**src/rtl/hbridge_chopper.sv**
```systemverilog
// hbridge_chopper: fixed-period peak-current chopper for one H-bridge coil.
// Each period starts at counter 0: if the coil is below target, the bridge
// goes through a dead-time gap into DRIVE. It leaves DRIVE on a current trip
// (after blanking) or at the last count of the period. It then passes through
// another dead-time gap into slow DECAY.
// Optional feature: define HBRIDGE_OC_FAULT_EN to enable the latched
// overcurrent fault against OC_LIMIT.
module hbridge_chopper #(
  parameter int unsigned PERIOD   = 100,
  parameter int unsigned DEADTIME = 2,
  parameter int unsigned BLANK    = 4,
  parameter logic [12:0] OC_LIMIT = 13'd4000
) (
  input  logic        clk,
  input  logic        reset,
  input  logic        enable,
  input  logic        dir,
  input  logic [12:0] target,
  input  logic [12:0] current,
  output logic        s_l1,
  output logic        s_h1,
  output logic        s_l2,
  output logic        s_h2,
  output logic [1:0]  phase,
  output logic        fault
);

  typedef enum logic [1:0] {
    IDLE  = 2'd0,
    DEAD  = 2'd1,
    DRIVE = 2'd2,
    DECAY = 2'd3
  } state_t;

  // gate patterns, ordered {s_l1, s_h1, s_l2, s_h2}
  localparam logic [3:0] G_OFF    = 4'b0000;
  localparam logic [3:0] G_DRIVE0 = 4'b1001;
  localparam logic [3:0] G_DRIVE1 = 4'b0110;
  localparam logic [3:0] G_DECAY  = 4'b1010;

  localparam logic [7:0] CntLast   = 8'(PERIOD - 1);
  localparam logic [3:0] DeadLoad  = 4'(DEADTIME - 1);
  localparam logic [3:0] BlankLoad = 4'(BLANK);

  state_t     state;
  state_t     pending;
  logic [7:0] cnt;
  logic [3:0] dead_cnt;
  logic [3:0] blank_cnt;
  logic [3:0] gate_q;
  logic       dir_q;
  logic       start_pend;

  logic       at_start;
  logic       dir_eff;
  logic       want_drive;
  logic       trip;

`ifndef HBRIDGE_OC_FAULT_EN
  logic       unused_oc_limit;
  assign unused_oc_limit = ^OC_LIMIT;
  assign fault = 1'b0;
`endif

  assign {s_l1, s_h1, s_l2, s_h2} = gate_q;
  assign phase = state;

  // period-start, polarity and comparator decodes
  always_comb begin
    at_start   = (cnt == '0);
    dir_eff    = at_start ? dir : dir_q;
    want_drive = (target != '0) && (current < target) && !fault;
    trip       = (blank_cnt == '0) && (current >= target);
  end

  // period counter, parked at 0 while disabled
  always_ff @(posedge clk or posedge reset) begin
    if (reset)
      cnt <= '0;
    else if (!enable || cnt == CntLast)
      cnt <= '0;
    else
      cnt <= cnt + 8'd1;
  end

  // coil polarity, captured once per period
  always_ff @(posedge clk or posedge reset) begin
    if (reset)
      dir_q <= 1'b0;
    else if (enable && at_start)
      dir_q <= dir;
  end

  // bridge sequencer with registered gates
  always_ff @(posedge clk or posedge reset) begin
    if (reset) begin
      state      <= IDLE;
      pending    <= DECAY;
      dead_cnt   <= '0;
      blank_cnt  <= '0;
      start_pend <= 1'b0;
      gate_q     <= G_OFF;
`ifdef HBRIDGE_OC_FAULT_EN
      fault      <= 1'b0;
`endif
    end else if (!enable) begin
      state      <= IDLE;
      start_pend <= 1'b0;
      gate_q     <= G_OFF;
`ifdef HBRIDGE_OC_FAULT_EN
      fault      <= 1'b0;
`endif
    end
`ifdef HBRIDGE_OC_FAULT_EN
    else if (current > OC_LIMIT) begin
      state      <= IDLE;
      start_pend <= 1'b0;
      gate_q     <= G_OFF;
      fault      <= 1'b1;
    end
`endif
    else begin
      case (state)
        IDLE: begin
          if (at_start && want_drive) begin
            state    <= DEAD;
            pending  <= DRIVE;
            dead_cnt <= DeadLoad;
          end
        end
        DECAY: begin
          // A period start that fell inside the preceding dead gap is
          // honoured here, so max-on-time periods still repeat every PERIOD.
          if (at_start || start_pend) begin
            start_pend <= 1'b0;
            if (want_drive) begin
              state    <= DEAD;
              pending  <= DRIVE;
              dead_cnt <= DeadLoad;
              gate_q   <= G_OFF;
            end
          end
        end
        DEAD: begin
          if (at_start && pending == DECAY)
            start_pend <= 1'b1;
          if (dead_cnt == '0) begin
            state <= pending;
            if (pending == DRIVE) begin
              gate_q    <= dir_eff ? G_DRIVE1 : G_DRIVE0;
              blank_cnt <= BlankLoad;
            end else begin
              gate_q <= G_DECAY;
            end
          end else begin
            dead_cnt <= dead_cnt - 4'd1;
          end
        end
        DRIVE: begin
          if (cnt == CntLast || trip) begin
            state    <= DEAD;
            pending  <= DECAY;
            dead_cnt <= DeadLoad;
            gate_q   <= G_OFF;
          end else if (blank_cnt != '0) begin
            blank_cnt <= blank_cnt - 4'd1;
          end
        end
        default: begin
          state  <= IDLE;
          gate_q <= G_OFF;
        end
      endcase
    end
  end

endmodule

```
**config.mk**
```make
export PLATFORM = sky130hd
export DESIGN_NAME = hbridge_chopper
export DESIGN_NICKNAME = d
export VERILOG_FILES = /design/src/rtl/hbridge_chopper.sv
export SDC_FILE = /design/constraint.sdc
export NUM_CORES = 1
export LEC_CHECK = 0
export ABC_AREA = 1
export CAP_MARGIN = 0
export CORE_ASPECT_RATIO = 0.75
export CORE_MARGIN = 8
export CORE_UTILIZATION = 40
export CTS_BUF_LIST = sky130_fd_sc_hd__clkbuf_2
export DETAILED_ROUTE_END_ITERATION = 16
export GPL_TIMING_DRIVEN = 0
export MAX_ROUTING_LAYER = met4
export PLACE_DENSITY_LB_ADDON = 0.08
export SLEW_MARGIN = 20
export SYNTH_ARGS = -nofsm -noshare
export SYNTH_HDL_FRONTEND = slang
export SYNTH_SLANG_ARGS = --single-unit
```
**constraint.sdc**
```tcl
create_clock -name clk -period 3.4 [get_ports clk]
set_clock_uncertainty 0.2 [all_clocks]
set_input_delay 0.68 -clock clk [delete_from_list [all_inputs] [get_ports clk]]
set_output_delay 0.68 -clock clk [all_outputs]
set_load 0.01 [all_outputs]
```
=== After elaboration in Yosys (flattened, before gate mapping) ===
Cells that the tools add are included.

* Word-level logic and storage cells: 96
* Output and inout bits: 7
* Input port bits: 30
* Register bits after elaboration: 26

* Equal/unequal tests: 23
* Reduce and logical (&&, ||, !) cells: 23
* Add/subtract/negate cells: 3
* Multiplexer cells: 37
* Magnitude comparators: 2

{| class="wikitable"
|+ Operators with widths
! operator !! number
|-
| two-way mux 4 bit || 16
|-
| two-way mux 2 bit || 10
|-
| inequality test 2 bit, second input constant || 9
|-
| inequality test 3 bit, second input constant || 6
|-
| AND reduction 6 bit || 3
|-
| case mux 4 bit (4 select lines) || 1
|-
| >= comparator 13 bit || 1
|-
| less-than comparator 13 bit || 1
|-
| nonzero test 13 bit || 1
|-
| case mux 4 bit (3 select lines) || 1
|-
| AND reduction 5 bit || 2
|-
| adder 8 x 1 -> 8 bit, second input constant || 1
|-
| equality test 2 bit, second input constant || 4
|-
| equality test 8 x 7 -> 1 bit, second input constant || 1
|-
| zero test 4 bit || 2
|-
| zero test 8 bit || 1
|-
| two-way mux 8 bit || 1
|-
| case mux 2 bit (4 select lines) || 1
|-
| case mux 4 bit (2 select lines) || 1
|-
| subtractor 4 x 1 -> 4 bit, second input constant || 2
|-
| case mux 2 bit (3 select lines) || 1
|-
| logical AND 1 bit || 5
|-
| two-way mux 1 bit || 4
|-
| inequality test 4 x 1 -> 1 bit, second input constant || 1
|-
| 10 further kinds || 12
|}

=== Logic depth before layout (Yosys ltp) ===
* Word-level depth: 7
* Gate-level depth with buffers: 15

=== Worst setup path before layout ===
OpenSTA, ideal clock, no wires.

* Path type: input -> register
* Start: in target[12]
* End: reg dead_cnt[2]
* Stages on the path: 14
* Arrival time: 1.983 ns
* Setup slack: 1.094 ns
* Path buffers: 0
* Data required time: 3.077 ns
* Cells stage by stage: inv_1 > ha_1 > nand2_2 > inv_1 > nand2_1 > nand2_1 > a21oi_2 > nand3_1 > nand2_2 > nand2_1 > nor2_2 > nand3_2 > nand2_1 > o21ai_1

* Cells in the longest elaborated chain, start to end: 5
* Elaborated cells on any way between the ends: 11

{| class="wikitable"
|+ RTL lines
! element !! line !! source
|-
| start: declaration || 18 || <nowiki>input logic [12:0] target,</nowiki>
|-
| >= comparator 13 bit (tied with other cells) || 73 || <nowiki>trip = (blank_cnt == '0) && (current >= target);</nowiki>
|-
| logical AND 1 bit, on equally long branches || 73, 72 ||
|-
| logical OR 1 bit / logical AND 1 bit (equally long branches) || 160, 125 ||
|-
| inequality test 2 bit (no line) || n/a ||
|-
| AND reduction 6 bit (no line) * || n/a ||
|-
| end signal: assignment || 128 || <nowiki>dead_cnt <= DeadLoad;</nowiki>
|-
| end signal: assignment || 156 || <nowiki>dead_cnt <= dead_cnt - 4'd1;</nowiki>
|-
| end signal: assignment || 163 || <nowiki>dead_cnt <= DeadLoad;</nowiki>
|-
| end: declaration || 48 || <nowiki>logic [3:0] dead_cnt;</nowiki>
|}

Mark *: on every way between the ends. The rest lies on a longest branch, timed or not.
A chain may end at the register's enable or synchronous reset.

=== Worst setup path after layout ===
* Start: in target[12]
* End: reg gate_q[2]

* Cells in the longest elaborated chain, start to end: 5
* Elaborated cells on any way between the ends: 9

{| class="wikitable"
|+ RTL lines
! element !! line !! source
|-
| >= comparator 13 bit || 73 ||
|-
| logical AND 1 bit || 73 ||
|-
| logical OR 1 bit || 160 || <nowiki>if (cnt == CntLast || trip) begin</nowiki>
|-
| inequality test 3 bit (no line) || n/a ||
|-
| AND reduction 5 bit (no line) * || n/a ||
|-
| end signal: assignment || 150 || <nowiki>gate_q <= dir_eff ? G_DRIVE1 : G_DRIVE0;</nowiki>
|-
| end: declaration || 50 || <nowiki>logic [3:0] gate_q;</nowiki>
|}

Marked as above.

==> flow_summary_export.csv <==
group,metric,value,unit
clock_network,post_cts_buffers,0,
detailed_routing,drc,0,
yosys,synth_top_area_cell,"dfrtp_1",
worst_setup_path,crit_top_cell,"nand2_1",
layout,stdcell_area,0.00237,mm²
hold_path,hold_class,"register to register",
yosys,synth_area,0.00192,mm²
detailed_routing,wl,3920,µm
yosys,synth_top_area_share,31.3,%
clock_network,cts-resized-gates,0,
timing,fmax,392,MHz
worst_setup_path,slowest_stage,"clkdlybuf4s50_1",
worst_setup_path,cpLargestDelayFamily,"simple AND/OR/NAND/NOR gates",
detailed_routing,via_count,1629,
clock_network,ctsHoldBuffers,0,
timing,rsz0062_at_grt,"false",
clock_network,h-tree-depth,1,
clock_network,clkSlewWorstSetupHoldPaths,260,ps
placement,pre_cts_slack,436,ps
floorplan,ios,37,
worst_setup_path,crit_path_max_incr_delay,450,ps
yosys,avgSynthCellArea,7.09,µm²
yosys,synth.area.top_cells,"dfrtp_1 (31%), nand2_1 (14%), ha_1 (11%)",
global_routing,antenna_found_initial,0,
clock_network,cts_tree,"built",
yosys,synthArstFlopShare,100,%
clock_network,cts_made_buffers,3,
floorplan,die_area,0.00730,mm²
layout,final_common_cell,"nand2_1",
global_routing,grt_pass1_wl,6900,µm
layout,n_antenna_cell,0,
placement,port_buffers,35,
yosys,synth-edff-count,0,
yosys,ys_seq_area_share,32.6,%
timing,fin_tns_setup,0,ps
detailed_routing,dr.pass1.iters,4,
status,status,"finished, final reports clean",
power_and_ir_drop,ir_worst_vdd,242,µV
worst_setup_path,crit_chain,"clkdlybuf4s50_1, inv_1, ha_1, nand2_2, inv_1, nand2_1, nand2_1, a21oi_2, nand3_2, nand2_1, nand3_2, nand2_1, nand2_1, nand2_2, nand2_1, nand2_1",
yosys,syn_inst,271,
yosys,synthDistinctLibCells,33,
global_routing,track_usage,11.8,%
layout,utilization,49.7,%
worst_setup_path,critPathRequiredTime,3530,ps
floorplan,coreArea,0.00476,mm²
floorplan,die_y,76.0,µm
timing,worst_slack,847,ps
worst_setup_path,cp-start-kind,"input port",
floorplan,die_w,96.0,µm
floorplan,rows,22,
detailed_routing,detail-route-antenna-nets,0,
timing,worstMarginPinSlew,536,ps
yosys,synth_fp_nets,318,
clock_network,clock_latency,360,ps
job,drv_cap,0,
worst_setup_path,crit_arrival,2680,ps
timing,slew_headroom,64.2,%
power_and_ir_drop,p_leak,1.21,nW
layout,syn2layout_area_growth,23.2,%
clock_network,clk_path_buf_depth,2,
yosys,yosys_warnings,0,
worst_setup_path,critPathCaptureType,"register",
placement,finalWeightedCongestion,0.800,
layout,layout-drive-gt1-share,12.3,%
worst_setup_path,path_class,"input port to register",
clock_network,cts_root_buf,"clkbuf_2",
power_and_ir_drop,cellPowerDensity,514,mW/mm²
timing,finalHoldViolations,0,
global_routing,grt_max_degree,26,
yosys,synth_seq_cells,25,
timing,setup_viol,0,
timing,period_share,75.1,%
yosys,synth_flop_cell,"dfrtp_1",
floorplan,initial_core_util,40.4,%
clock_network,clock_sinks,25,
timing,slew_violations,0,
layout,final_cell_mix,"nand2_1 (70), inv_1 (50), clkdlybuf4s50_1 (35), nor2_1 (25), dfrtp_1 (24)",
timing,period_minus_slack,2550,ps
layout,final_net_count,358,
detailed_routing,wl_per_cell,10.6,µm
worst_setup_path,critPathBufInv,3,
detailed_routing,viasPerCell,4.40,
placement,dpl_cell_area,0.00235,mm²
worst_setup_path,cp_max_fo,5,
placement,dpl.hpwl,3230,µm
detailed_routing,drt_iter0_markers,62,
global_routing,grt_overflow_total,0,
global_routing,grt_pass1_vias,1529,
power breakdown:
group | leakage (nW) | switching, mW | total, mW | internal [mW]
Combinational | 0.859 | 0.380 | 0.647 | 0.268
Clock | 0.0164 | 0.0983 | 0.125 | 0.0267
Sequential | 0.330 | 0.0655 | 0.444 | 0.378
Total | 1.21 | 0.544 | 1.22 | 0.672
cell type report:
class / instances / area, µm²
Sequential cell: 25 / 627
Fill cell: 479 / 2390
Multi-Input combinational cell: 189 / 1070
Clock buffer: 3 / 15.0
Tap cell: 60 / 75.1
Inverter: 55 / 206
Buffer: 2 / 15.0
Timing Repair Buffer: 35 / 350
Clock inverter: 1 / 5.00
worst reg2reg max path: stages, from the launching register on:
cell and delay (ps):
dfrtp_1 460, inv_1 80, ha_1 150, nand3_1 90, nor2_2 250, nand4_1 170, nand2_1 150, nand2_1 80
nor2_2 150, nor2_1 60, nor2_1 100
kinds of logic after synthesis:
kind of cell               Yosys count  share of synthesized area, %
other                                1                         0.195
xor gates and xnor gates             1                         0.456
buffers and inverters               57                          11.5
and+or+nand+nor                    144                          35.8
DFF                                 25                          32.6
AOI/OAI and AO/OA                   26                          8.33
adders and majority gates           17                          11.1
Yosys cell counts (2+ instances only):
library cell and n:
nand2_1 70, inv_1 51, nor2_1 25, dfrtp_1 24, ha_1 17, nand3_1 9, o21ai_1 9, a21oi_1 8
nand2_2 6, nand4_1 6, nor2_2 5, nor3_1 5, inv_2 4, nand3_2 4, nor2_4 4, o21ai_0 3
or2_2 3, nand3b_1 2, nor3b_1 2
flip-flops by register name (all words and copies together), names as in the netlist:
signal,count
blank_cnt,4
cnt,8
dead_cnt,4
dir_q,1
gate_q,4
pending,1
phase,2
start_pend,1
routing by layer:
layer / vias to the layer above / wire length [µm] / GRT usage, %
li1: 922 / - / -
met1: 686 / 2130 / 16.7
met2: 19 / 1630 / 16.6
met3: 2 / 142 / 2.95
met4: 0 / 17 / 1.84
met5: - / 0 / -
path summary, 6_finish.rpt:
| path | endpoint | slack, ps | from | cells past startpoint |
|---|---|---|---|---|
| setup / recovery | gate_q[2]$_DFFE_PP0P_ | 850 | target[12] | 16 |
| hold / removal | cnt[0]$_DFF_PP0_ | 280 | cnt[0]$_DFF_PP0_ | 1 |
| setup reg to reg | phase[0]$_DFFE_PP0P_ | 1420 | cnt[0]$_DFF_PP0_ | 10 |
| hold reg to reg | cnt[0]$_DFF_PP0_ | 280 | cnt[0]$_DFF_PP0_ | 1 |
| max in group asynchronous | pending[0]$_DFFE_PP1P_ | 2200 | reset | 2 |
| min in group asynchronous | dir_q$_DFFE_PP0P_ | 420 | reset | 2 |
through the flow:
step | instances | hold WS, ps | power [mW]
floorplan | 271 | 232 | 0.922
CTS | 370 | 283 | 1.24
finish | 370 | 281 | 1.22
global placement | 366 | 254 | 1.10
detailed placement | 366 | 254 | 1.11
global route | 370 | 321 | 1.35
(Power assumes the default switching activity.)
==> edit, RTL diff (config.mk and constraints unchanged) <==
One comparison of `cnt` changes from == to >=.
--- a/src/rtl/hbridge_chopper.sv
+++ b/src/rtl/hbridge_chopper.sv
@@ -158,5 +158,5 @@
         end
         DRIVE: begin
-          if (cnt == CntLast || trip) begin
+          if (cnt >= CntLast || trip) begin
             state    <= DEAD;
             pending  <= DECAY;
Check against the original RTL: same outputs for any inputs over 10 cycles, from zero or initial values and one cycle with reset high; that may be too few to reach the edited logic, so the function may still have changed.
==> edit against the original RTL <==
Register-to-register slack got worse by 0.03 ns; core utilization rose by 0.18 points; critical path type unchanged; combinational power hardly changed; worst setup slack better by 0.0094 ns; routed wire length up 6.9%; power increased by 0.47%; synthesized area grew 1.0%; largest cell class unchanged; final area increased by 0.95%; sequential cell count unchanged; count of clock-buffer cells in the layout unchanged; sequential power hardly changed.
==> edit: results (changes against the original RTL) <==
Layout
  – Multi-input logic area: 1094 sq um (was 1074 sq um)
  – Max FFs per register: 8 (unchanged)
  – Final #Nets: 361 (was 358)
  – Share of cells above drive strength 1: 10.86% (was 12.26%)
  – N_diodes: 0 (unchanged)
  – Top reg by flops: cnt (unchanged)
  – Number of fill cells: 499 (was 479)

Place
  – DP HPWL: 3.403 mm (was 3.227 mm)
  – Port Buffers: 35 (unchanged)
  – Dpl ws: 0.4199 ns (was 0.4361 ns)
  – DP Area: 2367 sq um (was 2347 sq um)
  – Dpl cells: 369 (was 366)
  – Final GP Congestion: 0.8104 (was 0.7995)

Clock network
  – Postcts setup bufs: 0 (unchanged)
  – Worst-case clock buffer depth: 2 (unchanged)
  – Clk Latency, worst-skew pair: 0.38 ns (was 0.36 ns)
  – Root Driver: clkbuf_2 (unchanged)
  – H-tree depth: 1 (unchanged)
  – CTS clk-pin slew, worst paths: 0.27 ns
  – Cells resized by post-CTS repair: 0 (unchanged)
  – Num CTS Buffers: 3 (unchanged)
  – Post-CTS Hold Fix Bufs: 0 (unchanged)

Status
  – Status: finished clean (unchanged)

Yosys
  – Dominant synthesized flop cell: dfrtp_1 (unchanged)
  – Yosys cell types: 32 (was 33)
  – Post-synthesis sequential area ratio: 32.28% (was 32.62%)
  – Syn_area_per_cell: 7.087 sq um (was 7.092 sq um)
  – Synth area leaders: dfrtp_1, nand2_1, ha_1 (unchanged)
  – Syn Nets: 321 (was 318)
  – Synth Warn #: 0 (unchanged)
  – Post-synth ARST share: 100.0% (unchanged)
  – Commonest cells in the netlist: nand2_1, inv_1, nor2_1 (unchanged)

Route
  – DR iter-0 viols: 133 (was 62)
  – DRT Wirelength: 4.196 mm (was 3.924 mm)
  – Via density per instance: 4.614 (was 4.403)
  – Wire length per cell: 11.25 um (was 10.61 um)
  – DRT Pass-1 Iters: 4 (unchanged)

Global routing
  – Antenna violations before repair: 0 (unchanged)
  – Largest net degree at the start of global routing: 26 (unchanged)
  – Number of global-route vias before repair: 1663 (was 1529)
  – Total track usage: 12.81% (was 11.78%)
  – First-pass GRT wire length: 7.548 mm (was 6.900 mm)

Setup path
  – Crit-path max FO: 8 (was 5)
  – Data arrival time of the critical path: 2.63 ns (was 2.68 ns)

Pwr
  – Pleak: 1.220 nW (was 1.205 nW)
  – Peak VDD IR: 0.2667 mV (was 0.2423 mV)

Min path
  – Hold Path Class: reg2reg (unchanged)

STA
  – Slew HR: 37.92% (was 64.22%)
-- edit: layer usage --
metal / share of wire (%) / up-vias / track usage, %
li1: - / 940 / -
met1: 55 / 748 / 18.34
met2: 41 / 31 / 18.02
met3: 4.1 / 2 / 2.756
met4: 0.52 / 0 / 2.262
met5: 0 / - / -
-- edit: power by group --
| group | switching [mW] | internal (mW) | total, mW |
|---|---|---|---|
| logic | 0.381 | 0.268 | 0.649 |
| clock network | 0.101 | 0.0273 | 0.128 |
| registers | 0.0683 | 0.377 | 0.445 |
| total | 0.550 | 0.671 | 1.22 |
-- edit: logic make-up (layout without fill, tap and decap cells) --
logic type / after synthesis / in the layout / share of synthesized area (%)
AND/OR/NAND/NOR: 146 / 146 / 35.95
buffers and inverters: 58 / 97 / 11.40
AO/OA/AOI/OAI: 26 / 26 / 8.763
flip-flops: 25 / 25 / 32.28
adder cells (fa/ha/maj): 17 / 17 / 10.95
other: 1 / 1 / 0.1931
XOR/XNOR: 1 / 1 / 0.4511
-- edit: final cells by class --
class | instances | share of cell area [%]
Tap cell | 60 | 3.141
Inverter | 56 | 8.796
Sequential cell | 25 | 26.23
Multi-Input combinational cell | 191 | 45.76
Clock inverter | 1 | 0.3141
Clock buffer | 3 | 0.6283
Buffer | 2 | 0.4712
Timing Repair Buffer | 35 | 14.66
-- edit: worst paths after layout --
kind / startpoint / slack [ns] / depth (start not counted) / endpoint
hold / removal: cnt[0]$_DFF_PP0_ / 0.28 / 1 / cnt[0]$_DFF_PP0_
min in group asynchronous: reset / 0.44 / 2 / gate_q[1]$_DFFE_PP0P_
setup / recovery: target[12] / 0.86 / 13 / dead_cnt[1]$_DFFE_PP0P_
setup reg to reg: cnt[0]$_DFF_PP0_ / 1.39 / 12 / phase[0]$_DFFE_PP0P_
hold reg to reg: cnt[0]$_DFF_PP0_ / 0.28 / 1 / cnt[0]$_DFF_PP0_
max in group asynchronous: reset / 2.11 / 2 / phase[0]$_DFFE_PP0P_
-- edit: worst max-delay path, cell delays in order --
cell and delay (ns):
clkdlybuf4s50_1 0.45, inv_1 0.06, ha_1 0.32, a21oi_1 0.18, nand2_1 0.09, a21oi_2 0.16
nand3_1 0.09, nand2_1 0.10, nand2_1 0.08, nor2_1 0.12, nand3_2 0.16, nand2_1 0.10
o21ai_1 0.06
